**src/rtl/dm_access_unit.sv**
```systemverilog
// dm_access_unit: data-memory access unit between the pipeline and a word-wide SRAM.
// Loads and stores of byte/half/word size are turned into one or two word beats.
// A misaligned access that crosses a word boundary becomes two beats, or it
// completes with an error when splitting is disabled. Invalid dmtype codes also
// complete with an error and never touch memory.
module dm_access_unit #(
    parameter bit SPLIT_EN = 1'b1
) (
    input  logic        clk,
    input  logic        rstn,
    input  logic        req_valid,
    output logic        req_ready,
    input  logic        req_we,
    input  logic [2:0]  req_dmtype,
    input  logic [31:0] req_addr,
    input  logic [31:0] req_wdata,
    output logic        rsp_valid,
    output logic        rsp_err,
    output logic [31:0] rsp_rdata,
    output logic        mem_en,
    output logic        mem_we,
    output logic [3:0]  mem_be,
    output logic [29:0] mem_addr,
    output logic [31:0] mem_wdata,
    input  logic [31:0] mem_rdata
);

    typedef enum logic [1:0] {
        IDLE  = 2'd0,
        BEAT0 = 2'd1,
        BEAT1 = 2'd2,
        DONE  = 2'd3
    } state_t;

    state_t      state;
    state_t      state_next;

    // Request captured at accept time; decoding below works from these copies.
    logic        lat_we;
    logic [2:0]  lat_dmtype;
    logic [31:0] lat_addr;
    logic [31:0] lat_wdata;
    logic [31:0] lo;

    // Size mask (word/half/byte) placed on an 8-lane window starting at the byte offset.
    function automatic logic [7:0] lane_mask_f(input logic [2:0] dmtype, input logic [1:0] off);
        logic [3:0] size_mask;
        case (dmtype)
            3'b000:         size_mask = 4'b1111;
            3'b001, 3'b010: size_mask = 4'b0011;
            3'b011, 3'b100: size_mask = 4'b0001;
            default:        size_mask = 4'b0000;
        endcase
        return {4'b0000, size_mask} << off;
    endfunction

    // Codes 101..111 are not defined.
    function automatic logic type_ok_f(input logic [2:0] dmtype);
        return dmtype <= 3'b100;
    endfunction

    // Decode of the incoming request, used only for the accept decision.
    logic [7:0]  req_mask;
    logic        req_bad;

    assign req_mask = lane_mask_f(req_dmtype, req_addr[1:0]);
    assign req_bad  = !type_ok_f(req_dmtype) || ((|req_mask[7:4]) && !SPLIT_EN);

    // Decode of the latched request, drives the beats and the response.
    logic [1:0]  off;
    logic [29:0] w0;
    logic [7:0]  lat_mask;
    logic [63:0] lane_data;
    logic        lat_split;
    logic        lat_bad;

    assign off       = lat_addr[1:0];
    assign w0        = lat_addr[31:2];
    assign lat_mask  = lane_mask_f(lat_dmtype, off);
    assign lane_data = {32'd0, lat_wdata} << {off, 3'b000};
    assign lat_split = |lat_mask[7:4];
    assign lat_bad   = !type_ok_f(lat_dmtype) || (lat_split && !SPLIT_EN);

    // Load path: assemble the bytes of interest at bit 0, then extend by type.
    logic [63:0] raw_data;
    logic [31:0] load_word;
    logic [31:0] load_ext;

    assign raw_data  = lat_split ? {mem_rdata, lo} : {32'd0, mem_rdata};
    assign load_word = 32'(raw_data >> {off, 3'b000});

    // Sign- or zero-extend the selected byte/half/word.
    always_comb begin
        load_ext = 32'd0;
        case (lat_dmtype)
            3'b000:  load_ext = load_word;
            3'b001:  load_ext = {{16{load_word[15]}}, load_word[15:0]};
            3'b010:  load_ext = {16'd0, load_word[15:0]};
            3'b011:  load_ext = {{24{load_word[7]}}, load_word[7:0]};
            3'b100:  load_ext = {24'd0, load_word[7:0]};
            default: load_ext = 32'd0;
        endcase
    end

    // State register, request latch and low-beat read capture.
    always_ff @(posedge clk) begin
        // NOTE: sequential state uses non-blocking assignments so every register
        // samples pre-edge values regardless of statement order.
        if (!rstn) begin
            state      <= IDLE;
            lat_we     <= 1'b0;
            lat_dmtype <= 3'd0;
            lat_addr   <= 32'd0;
            lat_wdata  <= 32'd0;
            lo         <= 32'd0;
        end else begin
            state <= state_next;
            if (state == IDLE && req_valid) begin
                lat_we     <= req_we;
                lat_dmtype <= req_dmtype;
                lat_addr   <= req_addr;
                lat_wdata  <= req_wdata;
            end
            if (state == BEAT1) begin
                lo <= mem_rdata;
            end
        end
    end

    // Next-state and output decode.
    always_comb begin
        // NOTE: every output gets a default first so no path leaves a value
        // unassigned, which would otherwise infer a latch.
        state_next = state;
        req_ready  = 1'b0;
        rsp_valid  = 1'b0;
        rsp_err    = 1'b0;
        rsp_rdata  = 32'd0;
        mem_en     = 1'b0;
        mem_we     = 1'b0;
        mem_be     = 4'b0000;
        mem_addr   = 30'd0;
        mem_wdata  = 32'd0;
        case (state)
            IDLE: begin
                req_ready = 1'b1;
                if (req_valid) begin
                    state_next = req_bad ? DONE : BEAT0;
                end
            end
            BEAT0: begin
                mem_en     = 1'b1;
                mem_we     = lat_we;
                mem_addr   = w0;
                mem_be     = lat_mask[3:0];
                mem_wdata  = lane_data[31:0];
                state_next = lat_split ? BEAT1 : DONE;
            end
            BEAT1: begin
                mem_en     = 1'b1;
                mem_we     = lat_we;
                mem_addr   = w0 + 30'd1;
                mem_be     = lat_mask[7:4];
                mem_wdata  = lane_data[63:32];
                state_next = DONE;
            end
            DONE: begin
                rsp_valid  = 1'b1;
                rsp_err    = lat_bad;
                rsp_rdata  = (lat_we || lat_bad) ? 32'd0 : load_ext;
                state_next = IDLE;
            end
            default: state_next = IDLE;
        endcase
    end

endmodule
```
**config.mk**
```make
export PLATFORM = sky130hd
export DESIGN_NAME = dm_access_unit
export DESIGN_NICKNAME = d
export VERILOG_FILES = /design/src/rtl/dm_access_unit.sv
export SDC_FILE = /design/constraint.sdc
export NUM_CORES = 1
export LEC_CHECK = 0
export BUFFER_PORTS_ARGS = -buffer_cell sky130_fd_sc_hd__buf_4
export CAP_MARGIN = 15
export CORE_ASPECT_RATIO = 1.5
export CORE_MARGIN = 2
export CORE_UTILIZATION = 58
export CTS_CLUSTER_SIZE = 10
export DETAILED_ROUTE_END_ITERATION = 8
export PLACE_DENSITY_LB_ADDON = 0.05
export SYNTH_ARGS = -nofsm -noshare
export SYNTH_HDL_FRONTEND = slang
export SYNTH_SLANG_ARGS = --single-unit
```
**constraint.sdc**
```tcl
create_clock -name clk -period 6.4 [get_ports clk]
set_clock_uncertainty 0.05 [all_clocks]
set_input_delay 0.64 -clock clk [delete_from_list [all_inputs] [get_ports clk]]
set_output_delay 0.64 -clock clk [all_outputs]
set_load 0.03 [all_outputs]
```
==> impl_metrics.env <==
export IMPL_finalPower_mw=2.95
export IMPL_nNetsFinal=1236
export IMPL_worst_slew_pin_slew_ns=1.08
export IMPL_seqPwrFrac_pct=30.7
export IMPL_synth_nets=1096
export IMPL_synth_largest_area_cell="dfxtp_1"
export IMPL_hpwl_microns=16300
export IMPL_grt_pass1_vias=7197
export IMPL_cts_num_sinks=102
export IMPL_portBuffers=205
export IMPL_drtIter0Drc=611
export IMPL_setup_tns_ns=0
export IMPL_maxSlewHeadroom_pct=28.2
export IMPL_area_delta_synth_final_pct=23.3
export IMPL_rsz0062_at_grt="no"
export IMPL_yosys_warnings=0
export IMPL_cts_tree="built"
export IMPL_outcome="completed"
export IMPL_route_detailed_drc=0
export IMPL_arrival_ns=3.72
export IMPL_hold_buffers=0
export IMPL_synth_async_reset_ratio_pct=0
export IMPL_multi_input_area_sq_um=5130
export IMPL_vdd_drop_max_mv=0.207
export IMPL_die_w_microns=97.3
export IMPL_synth_area_per_cell_sq_um=7.67
export IMPL_synth_edf_count=0
export IMPL_regToRegSetupSlack_ns=4.11
export IMPL_required_ns=5.71
export IMPL_clk_pin_slew_ns=0.08
export IMPL_leakage_nw=3.64
export IMPL_grt_pass1_wl_microns=35700
export IMPL_layout_common_cells="223 x nand2_1, 211 x buf_4, 100 x dfxtp_1"
export IMPL_antenna_found_initial=0
export IMPL_power_switching_mw=1.27
export IMPL_rows=51
export IMPL_grt_usage_pct=31.3
export IMPL_end_kind="output port"
export IMPL_hold_viol=0
export IMPL_wl_per_cell_microns=17.8
export IMPL_fp_dieH_microns=144
export IMPL_io_pins=206
export IMPL_cts_root_buffer="clkbuf_16"
export IMPL_setup_violations=0
export IMPL_start_kind="register"
export IMPL_power_density_nw_per_um2=316
export IMPL_crit_type="reg2out"
export IMPL_setup_slack_ns=1.99
export IMPL_ys_flop_type="dfxtp_1"
export IMPL_die_area_sq_um=14000
export IMPL_placedInstanceArea_sq_um=9020
export IMPL_netSwitchingFraction_pct=43.1
export IMPL_ys_ff_latch=102
export IMPL_fmaxAchievable_mhz=227
export IMPL_routed_wl_microns=23000
export IMPL_finalCritPeriodShare_pct=69.0
export IMPL_finish_instance_area_sq_um=9350
export IMPL_fin_crit_ns=4.41
export IMPL_slew_viol_final=0
export IMPL_start_util_pct=58.8
export IMPL_p_int_mw=1.68
export IMPL_holdWs_ns=0.433
export IMPL_synth_cell_types=60
export IMPL_final_util_pct=72.5
export IMPL_fillCellCount=1090
export IMPL_reg2reg_depth=7
export IMPL_drive_gt1_share_pct=23.5
export IMPL_r2r_end="state[0]$_SDFFE_PN0P_"
export IMPL_vias=7995
export IMPL_cts_buffers=9
export IMPL_worstHoldStart="lat_we$_SDFFE_PN0P_"
export IMPL_ant_nets=0
export IMPL_hold_depth=2
export IMPL_synth_area_sq_um=7580
export IMPL_grt_max_degree=103
export IMPL_cts_resized=0
export IMPL_seq_area_frac_synth_pct=26.9
export IMPL_r2r_start="state[0]$_SDFFE_PN0P_"
export IMPL_timing_max_cap_violations=0
export IMPL_seq_area_sq_um=2050
export IMPL_dpl_cell_count=1276
export IMPL_synth_area_leaders="dfxtp_1 27%, mux2i_1 12%, nand2_1 11%"
export IMPL_viasPerCell=6.19
export IMPL_gp_congestion=0.915
export IMPL_h_tree_depth=3
export IMPL_clockBufferDepth=2
export IMPL_hp_class="reg2reg"
export IMPL_final_common_cell="nand2_1"
export IMPL_path_max_fanout=82
export IMPL_insertion_delay_ns=0.35
export IMPL_firstDrtPassIters=5
export IMPL_post_cts_buffers=0
export IMPL_synth_top_area_share_pct=26.9
export IMPL_overflow=0
export IMPL_fin_cells=1292
export IMPL_holdPathEnd="lat_we$_SDFFE_PN0P_"
export IMPL_clockPowerShare_pct=20.7
export IMPL_pwr_share_comb_pct=48.6
export IMPL_antenna_cells=0
export IMPL_pre_cts_ws_ns=2.45
export IMPL_coreArea_sq_um=12900
export IMPL_netlist_instances=988
==> layout make-up <==
type	count	area share (%)
Timing Repair Buffer	211	16.9
Clock inverter	6	0.977
Sequential cell	102	21.9
Multi-Input combinational cell	789	54.9
Inverter	15	0.602
Tap cell	159	2.13
Clock buffer	10	2.56
==> critical path, cell delays in order (launching register included) <==
cell and delay [ns]:
dfxtp_4 0.53, buf_4 0.80, clkinv_1 0.70, a211oi_1 0.57, a221o_1 0.26, a21oi_1 0.09, a21oi_1 0.17, buf_4 0.19
==> cell families (layout without fill, tap and decap cells) <==
group           count (synthesis)  after routing  share of synthesized area, %
mux                           110            110                          17.9
buf+inv                        97            242                          5.46
xor+xnor                       10             10                          1.16
flops                         102            102                          26.9
compound gates                262            262                          23.0
simple gates                  402            402                          24.8
fa+ha+maj                       5              5                         0.825
==> state kept, by name (all words and copies together) (netlist names) <==
name	count
lat_addr	32
lat_wdata	32
lo	32
lat_dmtype	3
state	2
lat_we	1
==> metal layers <==
metal	routed length (microns)	track usage (%)	share of wire, %	vias up
met3	1880	4.93	8.2	78
met4	1120	17.8	4.9	0
met1	8850	38.4	38	3701
met5	0	0	0	-
li1	-	-	-	3791
met2	11200	52.6	49	425
==> power groups by stage <==
stage	combinational [mW]	sequential (mW)	clock, mW
6_report	1.43	0.906	0.611
5_1_grt	1.55	0.923	0.648
4_1_cts	1.43	0.899	0.623
3_5_place_dp	1.42	0.912	0
3_3_place_gp	1.41	0.907	0
2_1_floorplan	1.09	0.854	0
==> how the worst max path moves through the flow <==
stage | from | endpoint | slack, ns | cells after the start
3_5_place_dp | lat_addr[0]$_SDFFE_PN0P_ | rsp_rdata[16] | 2.45 | 7
4_1_cts | lat_addr[0]$_SDFFE_PN0P_ | rsp_rdata[22] | 2.06 | 7
6_report | lat_addr[0]$_SDFFE_PN0P_ | rsp_rdata[16] | 1.99 | 7
2_1_floorplan | state[0]$_SDFFE_PN0P_ | mem_addr[26] | 3.19 | 5
3_3_place_gp | lat_addr[0]$_SDFFE_PN0P_ | rsp_rdata[16] | 2.55 | 7
5_1_grt | lat_addr[0]$_SDFFE_PN0P_ | rsp_rdata[16] | 1.77 | 7
==> cells in the mapped netlist, drive strengths merged, types with 2 or more instances <==
library cell  count
a22oi            19
a31oi             7
clkinv            2
o31ai             3
a21boi           68
a22o              8
inv              13
o32ai             4
ha                5
buf              25
nand4            11
o21ai            75
xor2              7
a21o              2
a211oi            3
or3               2
nor2             25
mux2              2
and2             18
nand3            30
xnor2             3
nor2b            55
dfxtp           102
a21oi            36
a221o             3
and3             16
nand2b            2
mux2i            88
o211ai            4
a31o              2
clkbuf           57
o22ai             9
nor4              4
or3b              4
nor3              5
o311ai            7
nand2           224
mux4             20
(Power assumes the default switching activity.)
